**config.mk**
```make
export PLATFORM = sky130hd
export DESIGN_NAME = if_stage_flat
export DESIGN_NICKNAME = d
export VERILOG_FILES = /design/src/rtl/if_stage_if.sv /design/src/rtl/if_stage.sv /design/src/flat_wrapper.sv
export SDC_FILE = /design/constraint.sdc
export NUM_CORES = 1
export LEC_CHECK = 0
export BUFFER_PORTS_ARGS = -buffer_cell sky130_fd_sc_hd__buf_2
export CAP_MARGIN = 20
export CORE_MARGIN = 2
export CORE_UTILIZATION = 55
export CTS_CLUSTER_DIAMETER = 150
export DETAILED_ROUTE_END_ITERATION = 10
export GPL_TIMING_DRIVEN = 0
export PLACE_DENSITY_LB_ADDON = 0.3
export SYNTH_ARGS = -nofsm -noshare
export SYNTH_HDL_FRONTEND = slang
export SYNTH_SLANG_ARGS = --single-unit
```
**constraint.sdc**
```tcl
create_clock -name clk -period 6.04 [get_ports clk]
set_input_delay 0.302 -clock clk [delete_from_list [all_inputs] [get_ports clk]]
set_output_delay 0.302 -clock clk [all_outputs]
set_load 0.005 [all_outputs]
```
**src/rtl/if_stage_if.sv**
```systemverilog
// IF-stage bus: instruction ROM port plus the IF/ID pipeline register outputs.
// The fetch stage is the master; the ROM/ID side is the slave.
interface if_stage_if #(
    parameter int unsigned ROM_AW = 10
);
    logic [ROM_AW-1:0] rom_addr;
    logic [31:0]       rom_data;
    logic [31:0]       pc_out;
    logic [31:0]       pc4_out;
    logic [31:0]       ir_out;
    logic              valid_out;

    modport master (
        output rom_addr,
        output pc_out,
        output pc4_out,
        output ir_out,
        output valid_out,
        input  rom_data
    );

    modport slave (
        input  rom_addr,
        input  pc_out,
        input  pc4_out,
        input  ir_out,
        input  valid_out,
        output rom_data
    );
endinterface

```
**src/rtl/if_stage.sv**
```systemverilog
// Instruction-fetch stage with IF/ID register, stall/redirect handling,
// syscall halt/resume and saturating statistics counters.
module if_stage #(
    parameter logic [31:0] PC_RESET = 32'h0000_0000,
    parameter int unsigned ROM_AW   = 10,
    parameter int unsigned CNT_W    = 32
) (
    input  logic             clk,
    input  logic             rst,
    input  logic             stall,
    input  logic             redirect,
    input  logic [31:0]      redirect_pc,
    input  logic             halt,
    input  logic             resume,
    if_stage_if.master       bus,
    output logic             halted,
    output logic [CNT_W-1:0] cycle_cnt,
    output logic [CNT_W-1:0] stall_cnt,
    output logic [CNT_W-1:0] flush_cnt
);

    typedef enum logic [0:0] {StRun, StHalted} state_e;

    state_e state_q, state_d;

    logic [31:0]      pc_q, pc_d;
    logic [31:0]      pc_out_q, pc_out_d;
    logic [31:0]      pc4_out_q, pc4_out_d;
    logic [31:0]      ir_out_q, ir_out_d;
    logic             valid_q, valid_d;
    logic [CNT_W-1:0] cycle_q, cycle_d;
    logic [CNT_W-1:0] stall_q, stall_d;
    logic [CNT_W-1:0] flush_q, flush_d;

    logic        run;
    logic [31:0] pc_plus4;

    assign pc_plus4 = pc_q + 32'd4;

    // State register.
    always_ff @(posedge clk) begin
        if (rst) begin
            state_q <= StRun;
        end else begin
            state_q <= state_d;
        end
    end

    // Next state: halt only seen in RUN, resume only seen in HALTED.
    always_comb begin
        state_d = state_q;
        unique case (state_q)
            StRun:    if (halt)   state_d = StHalted;
            StHalted: if (resume) state_d = StRun;
            default:  state_d = StRun;
        endcase
    end

    // FSM outputs.
    always_comb begin
        run    = (state_q == StRun);
        halted = (state_q == StHalted);
    end

    // PC and IF/ID next values; redirect beats stall, everything holds while halted.
    always_comb begin
        pc_d      = pc_q;
        pc_out_d  = pc_out_q;
        pc4_out_d = pc4_out_q;
        ir_out_d  = ir_out_q;
        valid_d   = valid_q;
        if (run) begin
            if (redirect) begin
                pc_d      = redirect_pc;
                pc_out_d  = 32'h0;
                pc4_out_d = 32'h0;
                ir_out_d  = 32'h0;
                valid_d   = 1'b0;
            end else if (!stall) begin
                pc_d      = pc_plus4;
                pc_out_d  = pc_q;
                pc4_out_d = pc_plus4;
                ir_out_d  = bus.rom_data;
                valid_d   = 1'b1;
            end
        end
    end

    // Saturating statistics; the edge that enters HALTED still counts.
    always_comb begin
        cycle_d = cycle_q;
        stall_d = stall_q;
        flush_d = flush_q;
        if (run) begin
            if (cycle_q != {CNT_W{1'b1}}) begin
                cycle_d = cycle_q + CNT_W'(1);
            end
            if (stall && !redirect && (stall_q != {CNT_W{1'b1}})) begin
                stall_d = stall_q + CNT_W'(1);
            end
            if (redirect && (flush_q != {CNT_W{1'b1}})) begin
                flush_d = flush_q + CNT_W'(1);
            end
        end
    end

    // Datapath and counter registers.
    always_ff @(posedge clk) begin
        if (rst) begin
            pc_q      <= PC_RESET;
            pc_out_q  <= 32'h0;
            pc4_out_q <= 32'h0;
            ir_out_q  <= 32'h0;
            valid_q   <= 1'b0;
            cycle_q   <= '0;
            stall_q   <= '0;
            flush_q   <= '0;
        end else begin
            pc_q      <= pc_d;
            pc_out_q  <= pc_out_d;
            pc4_out_q <= pc4_out_d;
            ir_out_q  <= ir_out_d;
            valid_q   <= valid_d;
            cycle_q   <= cycle_d;
            stall_q   <= stall_d;
            flush_q   <= flush_d;
        end
    end

    // Byte PC to ROM word address; low two bits never address the ROM.
    assign bus.rom_addr  = pc_q[ROM_AW+1:2];
    assign bus.pc_out    = pc_out_q;
    assign bus.pc4_out   = pc4_out_q;
    assign bus.ir_out    = ir_out_q;
    assign bus.valid_out = valid_q;
    assign cycle_cnt     = cycle_q;
    assign stall_cnt     = stall_q;
    assign flush_cnt     = flush_q;

endmodule

```
**src/flat_wrapper.sv**
```systemverilog
// flat-port wrapper written by rule: the top's interface ports become plain ports
module if_stage_flat 
#(
    parameter logic [31:0] PC_RESET = 32'h0000_0000,
    parameter int unsigned ROM_AW   = 10,
    parameter int unsigned CNT_W    = 32
)
  (clk, rst, stall, redirect, redirect_pc, halt, resume, halted, cycle_cnt, stall_cnt, flush_cnt, bus_rom_addr, bus_pc_out, bus_pc4_out, bus_ir_out, bus_valid_out, bus_rom_data);
  if_stage_if #(.ROM_AW(ROM_AW)) bus_i ();
  input  logic clk;
  input  logic rst;
  input  logic stall;
  input  logic redirect;
  input  logic [31:0] redirect_pc;
  input  logic halt;
  input  logic resume;
  output logic halted;
  output logic [CNT_W-1:0] cycle_cnt;
  output logic [CNT_W-1:0] stall_cnt;
  output logic [CNT_W-1:0] flush_cnt;
  output wire logic [$bits(bus_i.rom_addr)-1:0] bus_rom_addr;
  output wire logic [$bits(bus_i.pc_out)-1:0] bus_pc_out;
  output wire logic [$bits(bus_i.pc4_out)-1:0] bus_pc4_out;
  output wire logic [$bits(bus_i.ir_out)-1:0] bus_ir_out;
  output wire logic [$bits(bus_i.valid_out)-1:0] bus_valid_out;
  input wire logic [$bits(bus_i.rom_data)-1:0] bus_rom_data;
  assign bus_rom_addr = bus_i.rom_addr;
  assign bus_pc_out = bus_i.pc_out;
  assign bus_pc4_out = bus_i.pc4_out;
  assign bus_ir_out = bus_i.ir_out;
  assign bus_valid_out = bus_i.valid_out;
  assign bus_i.rom_data = bus_rom_data;
  if_stage #(.PC_RESET(PC_RESET), .ROM_AW(ROM_AW), .CNT_W(CNT_W)) u_core (.clk(clk), .rst(rst), .stall(stall), .redirect(redirect), .redirect_pc(redirect_pc), .halt(halt), .resume(resume), .bus(bus_i), .halted(halted), .cycle_cnt(cycle_cnt), .stall_cnt(stall_cnt), .flush_cnt(flush_cnt));
endmodule
```
Word-level counts from Yosys, hierarchy flattened. Index checks and enable logic that the tools add are counted.

Add/subtract/negate cells: 4. Eq/ne operators: 4. Reduce and logical (&&, ||, !) cells: 8. Mux-type cells: 12. Bitwise operators: 1.

Operator list (number): $mux 32 (7); $add 32x1->32 const B (3); $ne 32x32->1 const B (3); $add 32x3->32 const B (1); $reduce_and 2->1 (4); $mux 1 (4); $logic_and 1x1->1 (3); $ne 2x1->1 const B (1); $pmux 1 s2 (1); $logic_not 1->1 (1); $not 1->1 (1).

Word-level logic and storage cells: 38. Register bits: 226.

Longest topological paths before layout. Gate-level depths: netlist (run 1).

Word-level depth: 4. Gate-level depth with buffers: 8. Mapped depth without buffers: 6.

Worst setup path after synthesis (run 1). Ideal clock, no wire load.

Kind: reg2reg. Start: reg u_core.flush_q[0], in the netlist u_core.flush_cnt[0]. End: reg u_core.flush_q[20], in the netlist u_core.flush_cnt[20]. Setup slack: 3.854 ns. Cell stages (with the launch flop): 7. Library setup time: 0.123 ns. Clock period less this slack: 2.186 ns. Path buffers: 0. Arrival: 2.063 ns. Required time: 5.917 ns. Cell sequence: dfxtp_1 ha_1 and4_1 nand4_1 a2111oi_2 nand3_1 mux2_1.

Longest elaborated chain between the ends: 3. Elaborated cells between the ends (all ways): 4. Classes of those cells: 1 x add/sub; 1 x eq/ne; 2 x reduce/logical.

RTL lines: start, declared (RTL line if_stage.sv:33) `logic [CNT_W-1:0] flush_q, flush_d;`; start signal, assigned (RTL line if_stage.sv:126) `flush_q <= flush_d;`; parallel branches: the longest is 3 deep, another holds $add 32x1->32.

Several ways; the timed one is not identified. A chain may end at the register's enable or synchronous reset.

Worst setup path in the final report (run 1). Ends and elaborated chain as after synthesis.

==> results.md, run 1 <==
Place:
- The placed instances occupy a cell area of 12100 µm².
- The pre-CTS setup slack is 3480 ps.
- Buffers placed on the I/O ports in this run total 273.
- Once placement completed, the tool counted placed cells totaling 1761.
- The sum of net half-perimeters after detailed placement is 24300 µm.
- At the end of routability-driven placement, the weighted congestion stood at 0.976.

Timing:
- The hold violation total from the final report is 0.
- The total negative slack for setup checks is 0 ps.
- Between clock sinks in the finished design, the worst skew comes to 13.2 ps.
- Setup violations remaining at the end of the flow were counted as 0.
- After layout, the worst setup slack is 3410 ps.
- Setup repair after global routing left no endpoint under its margin.
- Subtracting the final worst setup slack from the clock period gives 2630 ps.
- After layout, the worst path uses 43.5% of the clock period.
- The number of max-slew violations in the final report was 0.
- The slew at the pin closest to its max-slew limit is 859 ps.
- The headroom to the max-slew limit is 42.0%.
- Final hold analysis gives a worst-case slack of 34.4 ps.
- For this run, the top clock speed supported by timing is 380 MHz.

Synth:
- After Yosys synthesis, and, or, nand and nor cells account for 28.5% of the synthesized area.
- The xor/xnor share of the synthesized area is 2.94%.
- Yosys mapped the design onto 69 distinct sky130hd cell types.
- Counting every net in the synthesized netlist gives 1327.
- The dominant combinational cell family by area after synthesis is simple AND/OR/NAND/NOR gates.
- The cell count after synthesis came out at 1253.
- The mapped netlist covers 10400 µm².
- In this run the mean area of a mapped cell was 8.33 µm².
- The number of enable flip-flop cells after synthesis is 0.
- Of the post-synthesis cell area, the part taken by muxes is 1.32%.
- The fraction of the mapped netlist area in compound gates is 18.7%.
- For this run, the leading register cell type out of synthesis is sky130_fd_sc_hd__dfxtp_1.
- The Yosys step of the flow raised 0 warnings.
- Of all cell types, the one taking the most synthesized area is sky130_fd_sc_hd__dfxtp_1.
- Sorting the synthesized cells by area gives the leading types as sky130_fd_sc_hd__dfxtp_1 (43%), sky130_fd_sc_hd__a21oi_1 (7.2%), sky130_fd_sc_hd__nor3b_1 (4.3%), sky130_fd_sc_hd__nor2_1 (4.2%), sky130_fd_sc_hd__nand2_1 (3.2%).
- Counting flops and latches in the post-synthesis netlist gives 224.
- For this run, asynchronously set or reset flops after synthesis account for 0%.
- The area share of the largest cell type after synthesis is 43.0%.
- The sequential fraction of the synthesis area is 43.0%.
- The adder-cell area share of the yosys netlist is 0.480%.

CTS:
- The TritonCTS clock tree is yes.
- The number of cells upsized or downsized after cts is 0.
- The clock latency reported for the late side of the worst-skew pair is 520 ps.
- The root buffer cell chosen for the clock tree is sky130_fd_sc_hd__clkbuf_16.
- Counting the buffers created by CTS gives 25.
- The clock passes through at most 3 buffers.
- The number of buffers inserted to repair setup after CTS is 0.
- The maximum level of the CTS H-tree is 1.
- After clock tree synthesis, the clock-pin slew on the worst setup and hold paths is 60 ps.
- The number of sinks handled by clock tree synthesis is 224.
- In this run, post-CTS hold repair placed 0 buffers.

Critical path:
- STA classifies the critical path startpoint as a flop.
- The required time of the critical path is 6440 ps.
- STA classifies the critical path endpoint as a flop.
- The worst setup path category is flop to flop.
- The highest fanout seen on the critical path is 8.
- The data arrival time of the worst path is 3030 ps.

Global routing:
- The first global-routing pass estimated 51300 µm of wire.
- The via count of the first global-routing pass is 10094.
- For this run, the total global-route usage over all layers was measured as 31.3%.
- The number of antenna violations at the first check in global routing is 7.
- The residual overflow from global routing is 0.
- Entering global routing, the biggest net connects 14 pins.

Drt:
- The DRC marker count from the first detailed-route iteration is 871.
- In the final routing, the length of wire on met1 measures 13700 µm.
- The detail route stage leaves a number of antenna-violating nets equal to 0.
- The pre-antenna-repair detailed-routing pass consisted of 8 iterations.
- The remaining design rule violation count is 0.
- In the routed layout, each cell is associated on average with a via count of 6.14.
- The average wire per standard cell is 18.4 µm.
- After detailed routing, no signal wire sits above met5.
- After detailed routing, the total wire length is 33300 µm.
- The detailed route wirelength on metal2 is 15500 µm.
- Summed over all nets, wire length on met3 after detailed routing comes to 2860 µm.
- The overall via count from detail_route is 11134.

Die:
- 274 I/O pins were placed.
- The die covers 20100 µm².
- From bottom edge to top edge, the die measures 142 µm.
- The floorplan row count is 50.
- The die width is 142 µm.
- For this configuration, the core starts out at a cell density of 56.0%.
- The core footprint is 18600 µm².

Power:
- The peak ir drop on the vdd network is 0.215 mV.
- Summing internal, switching and leakage power gives 3.40 mW.
- In this run the power density over the cells is 262 nW/µm².
- The cell leakage power is 5.08 nW.

Cells and area:
- Once layout is complete, the cells apart from fillers number 1813.
- Summing all non-filler instances in the final layout gives an area of 13000 µm².
- The filler cells instantiated in the layout total 1600.
- The library cell used most frequently in the layout, excluding fill and tap cells, is sky130_fd_sc_hd__buf_2.
- Cells fill 69.5% of the core in the end.
- In the layout the commonest cells are sky130_fd_sc_hd__buf_2 (278), sky130_fd_sc_hd__dfxtp_1 (224), sky130_fd_sc_hd__a21oi_1 (151), sky130_fd_sc_hd__nor2_1 (116), sky130_fd_sc_hd__nand2_1 (88).
- Compared with the post-synthesis result, the final layout area differs by 24.1%.
- The post-route netlist has 23.3% of its cells at a drive strength greater than 1.
- At the end of the flow, the number of nets in the layout was 1628.

Flow run:
- Across the run, the number of max-cap violations was 0.

Run status:
- The run finished with clean final reports.

Worst hold path:
- The worst min-delay path class is primary input to flop.
cell families after synthesis:
kind of cell,count (synthesis)
AOI/OAI and AO/OA,327
and+or+nand+nor,535
xor gates and xnor gates,35
buffers and inverters,115
DFF,224
adders and majority gates,4
muxes,13
critical path: stages (launching register included):
cell	delay, ps
sky130_fd_sc_hd__dfxtp_1	440
sky130_fd_sc_hd__ha_1	250
sky130_fd_sc_hd__and4_1	290
sky130_fd_sc_hd__nand4_1	340
sky130_fd_sc_hd__a2111oi_2	700
sky130_fd_sc_hd__nand3_1	160
sky130_fd_sc_hd__mux2_1	330
power breakdown:
| group | switching [mW] | leakage (nW) | internal [mW] |
|---|---|---|---|
| logic | 0.182 | 2.85 | 0.112 |
| registers | 0.0401 | 1.82 | 1.52 |
| clock network | 0.612 | 0.413 | 0.936 |
path summary, 6_finish.rpt:
check	startpoint	end	slack, ps	depth (start not counted)
hold reg to reg	u_core.bus.pc4_out[24]	u_core.bus.pc4_out[24]	450	2
setup reg to reg	u_core.flush_cnt[0]	u_core.flush_cnt[20]	3410	6
setup / recovery	u_core.flush_cnt[0]	u_core.flush_cnt[20]	3410	6
hold / removal	redirect_pc[1]	u_core.pc_q[1]	30	3
sequential cells by signal, indices dropped and copies added (netlist names):
signal and flops:
u_core.pc_q 32, u_core.bus.valid_out 1, u_core.stall_cnt 32, u_core.flush_cnt 32
u_core.bus.ir_out 32, u_core.bus.pc4_out 32, u_core.bus.pc_out 30, u_core.cycle_cnt 32
u_core.halted 1
final cells by class:
cell class	count	area (µm²)	share of cell area (%)
antenna	7	17.5	0.135
buffer	100	469	3.62
clock buffer	34	699	5.40
clock inverter	11	133	1.02
inverter	15	56.3	0.435
multi-input combinational	914	5430	41.9
sequential	224	4480	34.6
tap	234	293	2.26
timing repair buffer	274	1370	10.6
cells in the mapped netlist, types with 14 or more instances:
| cell type | number |
|---|---|
| sky130_fd_sc_hd__dfxtp_1 | 224 |
| sky130_fd_sc_hd__a21oi_1 | 151 |
| sky130_fd_sc_hd__nor2_1 | 116 |
| sky130_fd_sc_hd__nand2_1 | 88 |
| sky130_fd_sc_hd__clkbuf_1 | 66 |
| sky130_fd_sc_hd__nor3b_1 | 60 |
| sky130_fd_sc_hd__o21ai_0 | 59 |
| sky130_fd_sc_hd__nand3_1 | 46 |
| sky130_fd_sc_hd__or3_1 | 43 |
| sky130_fd_sc_hd__nand4_1 | 33 |
| sky130_fd_sc_hd__or4_1 | 30 |
| sky130_fd_sc_hd__o31ai_1 | 28 |
| sky130_fd_sc_hd__a22oi_1 | 25 |
| sky130_fd_sc_hd__nor3_1 | 23 |
| sky130_fd_sc_hd__nor4_1 | 23 |
| sky130_fd_sc_hd__xnor2_1 | 21 |
| sky130_fd_sc_hd__buf_4 | 15 |
| sky130_fd_sc_hd__inv_1 | 15 |
| sky130_fd_sc_hd__o22ai_1 | 14 |
| sky130_fd_sc_hd__xor2_1 | 14 |
per-layer routing:
| layer | GRT usage, % | vias to the layer above |
|---|---|---|
| met5 | 0 | - |
| met4 | 13.2 | 4 |
| met3 | 5.87 | 99 |
| met2 | 51.3 | 511 |
| met1 | 40.7 | 5305 |
| li1 | - | 5215 |
Note: power is estimated with default switching activity, not from simulation.
==> run 2: changes to the inputs <==
--- a/config.mk
+++ b/config.mk
@@ -8,7 +8,7 @@
 export BUFFER_PORTS_ARGS = -buffer_cell sky130_fd_sc_hd__buf_2
 export CAP_MARGIN = 20
 export CORE_MARGIN = 2
-export CORE_UTILIZATION = 55
+export CORE_UTILIZATION = 53
 export CTS_CLUSTER_DIAMETER = 150
 export DETAILED_ROUTE_END_ITERATION = 10
 export GPL_TIMING_DRIVEN = 0
==> constraint.sdc (replaced) <==
create_clock -name clk -period 2.73 [get_ports clk]
set_input_delay 0.1365 -clock clk [delete_from_list [all_inputs] [get_ports clk]]
set_output_delay 0.1365 -clock clk [all_outputs]
set_load 0.005 [all_outputs]
==> results.md, run 2 (synthesis gave the netlist of run 1 again) <==
Timing:
- The hold violation total from the final report is 0 (unchanged).
- The portion of the clock cycle consumed by the worst path in the final layout came to 93.5% (+50 points).
- The maximum achievable frequency is 392 MHz (+2.9%).
- The minimum period implied by the final worst setup slack was 2550 ps (-74.7 ps).
- The post-route worst hold slack is 20.6 ps (-13.8 ps).
- The number of max-slew violations in the final report came to 0 (unchanged).
- The slew at the pin closest to its max-slew limit came to 1020 ps (+163 ps).
- The setup clock skew after layout was 13.8 ps (+0.593 ps).
- Setup repair after global routing left no endpoint under its margin.
- The total negative slack for setup checks was 0 ps (unchanged).
- The headroom to the max-slew limit is 31.0% (-11 points).
- The number of failing setup endpoints in the final timing report came to 0 (unchanged).

Place:
- The routability congestion estimate was 0.966 (-1.0%).
- The sum of net half-perimeters after detailed placement is 24400 µm (+0.50%).
- The number of buffer cells added on primary ports is 273 (unchanged).

Worst hold path:
- In this run the worst hold path is classified as primary input to flop.

Drt:
- The number of vias per cell is 5.99 (-2.4%).
- The routed wire length was 34000 µm (+1.9%).
- The DRC marker count from the first detailed-route iteration is 933 (+7.1%).
- The number of routed nets with antenna violations is 0 (unchanged).
- The remaining design rule violation count is 0 (unchanged).
- The average wire per standard cell is 18.2 µm (-0.88%).
- The overall via count from detail_route was 11167 (+0.30%).
- The iteration count of the initial detailed-routing pass came to 7 (-1).

Global routing:
- The via count of the first global-routing pass is 9939 (-1.5%).
- The number of antenna violations at the first check in global routing is 2 (-5).
- The maximum number of pins on one net before global-route repair is 15 (+1).
- The residual overflow from global routing came to 0 (unchanged).
- The global-route wire length before repair is 51700 µm (+0.82%).
- The all-layer global routing usage came to 30.9% (-0.40 points).

CTS:
- The maximum count of clock buffers along a single path is 3 (unchanged).
- The number of sinks handled by clock tree synthesis is 224 (unchanged).
- The library cell used as clock root buffer is sky130_fd_sc_hd__clkbuf_16.
- The maximum level of the CTS H-tree came to 1 (unchanged).
- The TritonCTS clock tree is yes.
- The number of clock buffers inserted by TritonCTS is 24 (-4.0%).
- The number of buffers inserted to repair setup after CTS came to 0 (unchanged).
- The clock latency reported for the late side of the worst-skew pair was 520 ps (about the same).
- The post-CTS clock slew at the launch and capture registers of the worst setup and hold paths came to 60 ps (about the same).

Run status:
- The flow ran to the end, and the final reports show no timing, DRC or antenna violations.

Power:
- The cell leakage power was 5.21 nW (+2.6%).
- The peak ir drop on the vdd network was 0.474 mV (+120%).
- The power share of the clock group was 46.3% (+0.8 points).
- The reported net switching power is 1.87 mW (+120%).
- The combinational share of power came to 8.9% (+0.3 points).
- The switching power as a share of total power came to 24.4% (-0.16 points).
- The power density relative to cell area is 578 nW/µm² (+120%).
- The cell-internal power is 5.81 mW (+130%).
- The sequential fraction of design power came to 44.8% (-1.0 points).

Die:
- The overall die height is 144 µm (+1.8%).
- The floorplan die area is 20800 µm² (+3.7%).
- The floorplan row count is 51 (+2.0%).
- The die width came to 144 µm (+1.8%).
- The initial standard-cell utilization of the core is 53.8% (-2.2 points).
- The number of I/O pins is 274 (unchanged).
- The core footprint is 19400 µm² (+4.1%).

Flow run:
- The max-cap check violation count is 0 (unchanged).

Critical path:
- The endpoint class of the critical path is a flop.
- The data arrival time of the worst path is 2940 ps (-90 ps).
- The required time of the critical path is 3120 ps (-3320 ps).
- The highest fanout seen on the critical path is 10 (+2).
- STA classifies the critical path startpoint as a flop.
- The critical path is of the flop to flop type.

Cells and area:
- Leaving out fill and tap cells, the most frequent cell in the layout is sky130_fd_sc_hd__buf_2.
- In the layout the commonest cells are sky130_fd_sc_hd__buf_2 (277), sky130_fd_sc_hd__dfxtp_1 (224), sky130_fd_sc_hd__a21oi_1 (151), sky130_fd_sc_hd__nor2_1 (116), sky130_fd_sc_hd__nand2_1 (88).
- The number of nets at the end of the flow was 1654 (+1.6%).
- The ratio of cells with drive above 1 in the final layout is 23.0% (-0.25 points).
- Relative to the synthesized area, the layout overhead comes to 27.4%.
-- run 2: what timing repair did --
| item | in CTS | in global routing |
|---|---|---|
| gates resized for setup | 0 | 2 |
| hold buffers | 27 | 0 |
| endpoints found under the setup margin | 0 | 2 |
| endpoints found under the hold margin | 26 | 0 |
-- run 2: final cells by class --
class                           instances  area (µm²)
Antenna cell                            1        2.50
Buffer                                100         470
Clock buffer                           33         706
Clock inverter                         11         155
Fill cell                            1658        6110
Inverter                               15        56.3
Multi-Input combinational cell        914        5440
Sequential cell                       224        4480
Tap cell                              265         332
Timing Repair Buffer                  301        1650
-- run 2: stage by stage --
step                      area [µm²]  util (%)  std cells  setup WS [ps]  power (mW)
after global routing           13300      68.5       1864           16.0        7.91
after global placement         12100      62.6       1791            265        4.14
after detailed placement       12100      62.6       1792            266        4.15
final                          13300      68.5       1864            176        7.68
after CTS                      13300      68.4       1863           86.4        7.68
after floorplan                10400         -       1253            544        3.87
-- run 2: path summary, 6_finish.rpt --
kind                       endpoint  cells after the start                   start  slack, ps
max                   u_core.halted                      7           u_core.halted        180
min           u_core.bus.ir_out[15]                      4        bus_rom_data[15]         20
max reg2reg           u_core.halted                      7           u_core.halted        180
min reg2reg  u_core.bus.pc4_out[23]                      2  u_core.bus.pc4_out[23]        450
-- run 2: worst max-delay path, stage by stage, from the launching register on --
cell                            delay, ps
sky130_fd_sc_hd__dfxtp_1              340
sky130_fd_sc_hd__buf_6                160
sky130_fd_sc_hd__clkbuf_1             300
sky130_fd_sc_hd__clkbuf_1             450
sky130_fd_sc_hd__clkbuf_2             350
sky130_fd_sc_hd__mux2i_1              220
sky130_fd_sc_hd__dlygate4sd3_1        570
sky130_fd_sc_hd__nor2_1                40
-- run 2: layer usage --
| layer | track usage [%] | routed length (µm) | vias to the layer above |
|---|---|---|---|
| met5 | 0 | 11 | - |
| met3 | 6.36 | 2830 | 90 |
| met2 | 51.9 | 16000 | 535 |
| li1 | - | - | 5269 |
| met1 | 39.4 | 13900 | 5271 |
| met4 | 11.2 | 1250 | 2 |
-- run 2: power groups by stage --
stage	clock, mW	combinational, mW	sequential [mW]
after floorplan	0	0.373	3.49
after global routing	3.71	0.743	3.45
final	3.55	0.685	3.44
after global placement	0	0.628	3.51
after CTS	3.56	0.675	3.44
after detailed placement	0	0.639	3.51
==> run 3: changes to the inputs <==
--- a/config.mk
+++ b/config.mk
@@ -13,6 +13,8 @@
 export DETAILED_ROUTE_END_ITERATION = 10
 export GPL_TIMING_DRIVEN = 0
 export PLACE_DENSITY_LB_ADDON = 0.3
+export REMOVE_ABC_BUFFERS = 1
 export SYNTH_ARGS = -nofsm -noshare
 export SYNTH_HDL_FRONTEND = slang
 export SYNTH_SLANG_ARGS = --single-unit
+export TNS_END_PERCENT = 20
==> constraint.sdc (replaced) <==
create_clock -name clk -period 2.73 [get_ports clk]
set_input_delay 0.273 -clock clk [delete_from_list [all_inputs] [get_ports clk]]
set_output_delay 0.273 -clock clk [all_outputs]
set_load 0.005 [all_outputs]
==> results.md, run 3 (synthesis gave the netlist of run 1 again) <==
Run status:
- The run finished with clean final reports.

Critical path:
- The cell with the largest stage delay on the worst path is sky130_fd_sc_hd__or4_4.
- The data arrival time of the worst path was 2960 ps (+20 ps).
- The cell class contributing the biggest share of worst-path delay is simple AND/OR/NAND/NOR gates.
- The startpoint identified for the worst register-to-register timing path is u_core.stall_cnt[16].
- The endpoint class of the critical path is a flop.
- The worst setup path category is flop to flop.
- The total buffers and inverters traversed by the critical path came to 1 (-4).
- The required time of the critical path is 3120 ps (about the same).
- The reg-to-reg setup timing slack is 170 ps (about the same).
- The worst reg2reg path depth was 6 (-1).
- The startpoint type of the worst setup path is a flop.
- The largest stage delay on the critical path is 610 ps (+40 ps).
- The startpoint of the worst setup timing path is u_core.stall_cnt[16].
- The critical path goes through nand4_4 -> or4_4 -> o31ai_4 -> buf_6 -> nor4_1 -> mux2_1.
- The worst register-to-register path ends at u_core.stall_cnt[19].
- The highest fanout seen on the critical path is 17 (+7).
- The logic depth of the worst setup path including buffers is 6 (-1).

Timing:
- The hold violation total from the final report is 0 (unchanged).
- The minimum period implied by the final worst setup slack is 2560 ps (+8.46 ps).
- The slew at the pin closest to its max-slew limit is 966 ps (-55.8 ps).
- The setup clock skew after layout was 14.4 ps (+0.563 ps).
- The headroom to the max-slew limit is 34.8% (+3.8 points).
- The total negative slack for setup checks is 0 ps (unchanged).
- The maximum achievable frequency was 390 MHz (-0.33%).
- The number of failing setup endpoints in the final timing report is 0 (unchanged).
- The portion of the clock cycle consumed by the worst path in the final layout is 93.9% (+0.31 points).
- Setup repair after global routing left no endpoint under its margin.
- The post-route worst hold slack is 24.1 ps (+3.50 ps).
- The worst setup slack after layout is 168 ps (-8.45 ps).
- The number of max-slew violations in the final report came to 0 (unchanged).

Place:
- The routability congestion estimate is 0.863 (-11%).
- The sum of net half-perimeters after detailed placement came to 19200 µm (-21%).
- The number of buffer cells added on primary ports is 273 (unchanged).
- The pre-CTS setup slack is -507 ps (-773 ps).

Die:
- The die width is 144 µm (unchanged).
- The floorplan row count is 51 (unchanged).
- The core footprint came to 19400 µm² (unchanged).
- The initial standard-cell utilization of the core was 53.8% (unchanged).
- The overall die height is 144 µm (unchanged).
- The floorplan die area is 20800 µm² (unchanged).
- The number of I/O pins is 274 (unchanged).

Global routing:
- The via count of the first global-routing pass is 9051 (-8.9%).
- The all-layer global routing usage is 26.5% (-4.4 points).
- The maximum number of pins on one net before global-route repair is 147 (+132).
- The number of antenna violations at the first check in global routing is 1 (-1).
- The global-route wire length before repair was 45400 µm (-12%).
- The residual overflow from global routing was 0 (unchanged).

Drt:
- The iteration count of the initial detailed-routing pass is 5 (-2).
- The number of vias per cell is 5.86 (-2.2%).
- The routed wire length is 29100 µm (-14%).
- The DRC marker count from the first detailed-route iteration is 576 (-38%).
- The average wire per standard cell was 16.6 µm (-8.8%).
- The remaining design rule violation count is 0 (unchanged).
- The number of routed nets with antenna violations is 0 (unchanged).
- The overall via count from detail_route is 10245 (-8.3%).

Power:
- The peak ir drop on the vdd network is 0.473 mV (-0.10%).
- The cell-internal power is 5.42 mW (-6.7%).
- The sequential fraction of design power is 48.4% (+3.6 points).
- The reported net switching power is 1.72 mW (-8.3%).
- The combinational share of power is 7.9% (-1.0 points).
- The cell leakage power was 4.97 nW (-4.6%).
- The switching power as a share of total power came to 24.1% (-0.31 points).
- The power share of the clock group is 43.7% (-2.6 points).
- The power density relative to cell area came to 561 nW/µm² (-2.9%).

CTS:
- The post-CTS clock slew at the launch and capture registers of the worst setup and hold paths is 60 ps (about the same).
- TritonCTS built the clock tree.
- The clock latency reported for the late side of the worst-skew pair was 520 ps (about the same).
- The number of clock buffers inserted by TritonCTS is 24 (unchanged).
- The maximum count of clock buffers along a single path is 3 (unchanged).
- The root buffer cell chosen for the clock tree is sky130_fd_sc_hd__clkbuf_16.
- The number of sinks handled by clock tree synthesis came to 224 (unchanged).
- The maximum level of the CTS H-tree is 1 (unchanged).

Cells and area:
- The area growth from synthesis to layout is 21.8%.
- The top cell types in the final layout, fill and taps aside, are sky130_fd_sc_hd__buf_2 (272), sky130_fd_sc_hd__dfxtp_1 (218), sky130_fd_sc_hd__a21oi_1 (151), sky130_fd_sc_hd__nor2_1 (115), sky130_fd_sc_hd__nand2_1 (87).
- The number of nets at the end of the flow is 1540 (-6.9%).
- The fraction of the core area covered by cells at the end of the flow is 65.5% (-3.0 points).
- The library cell used most frequently in the layout, excluding fill and tap cells, is sky130_fd_sc_hd__buf_2.
- The ratio of cells with drive above 1 in the final layout is 24.4% (+1.3 points).

Flow run:
- The max-cap check violation count is 0 (unchanged).

Worst hold path:
- The critical hold path startpoint is redirect_pc[0].
- The worst min-delay path class is primary input to flop.
- For hold timing, the worst endpoint is u_core.pc_q[0].
- The worst hold path stage count is 3 (-1).
==> run 3: metrics by stage <==
step | total power [mW] | instance area [µm²] | instances
3_3_place_gp | 4.03 | 11700 | 1691
6_report | 7.14 | 12700 | 1748
4_1_cts | 7.18 | 12700 | 1743
5_1_grt | 7.39 | 12700 | 1747
2_1_floorplan | 3.77 | 9970 | 1153
3_5_place_dp | 4.08 | 11800 | 1698
==> run 3: what timing repair did <==
item	in CTS	in global routing
buffers inserted	1	1
resized for setup	9	4
gates cloned	1	0
pin swaps	0	1
hold buffers	2	0
endpoints found under the setup margin	9	53
hold endpoints to repair	2	0
==> run 3: layout make-up <==
type                            count  area (µm²)
Timing Repair Buffer              286        1570
Inverter                           15        56.3
Fill cell                        1729        6680
Sequential cell                   224        4490
Antenna cell                        2        5.00
Tap cell                          265         332
Multi-Input combinational cell    915        5510
Clock inverter                      3        15.0
Clock buffer                       38         734
==> run 3: metal layers <==
| metal | GRT usage [%] | up-vias | share of wire [%] |
|---|---|---|---|
| met3 | 5.46 | 61 | 7.2 |
| met2 | 43.7 | 360 | 48 |
| li1 | - | 5028 | - |
| met1 | 34.7 | 4796 | 43 |
| met4 | 8.79 | 0 | 2.6 |
| met5 | 0 | - | 0 |
==> run 3: worst max path at each step <==
stage | end | slack, ps
3_5_place_dp | u_core.flush_cnt[23] | -510
4_1_cts | u_core.stall_cnt[23] | -0.3
5_1_grt | u_core.flush_cnt[2] | 30
2_1_floorplan | u_core.flush_cnt[23] | -570
3_3_place_gp | u_core.pc_q[31] | -3570
6_report | u_core.stall_cnt[19] | 170
==> run 3: power by group through the flow <==
stage                     logic, mW  registers (mW)  clock network, mW
after floorplan               0.257            3.51                  0
after global placement        0.510            3.52                  0
after detailed placement      0.555            3.52                  0
after CTS                     0.565            3.45               3.16
after global routing          0.629            3.47               3.30
final                         0.566            3.45               3.12
==> run 3: worst reg2reg max path, stage by stage, from the launching register on <==
cell and delay, ps:
sky130_fd_sc_hd__dfxtp_1 410, sky130_fd_sc_hd__nand4_4 160, sky130_fd_sc_hd__or4_4 610, sky130_fd_sc_hd__o31ai_4 610, sky130_fd_sc_hd__buf_6 250, sky130_fd_sc_hd__nor4_1 70, sky130_fd_sc_hd__mux2_1 330
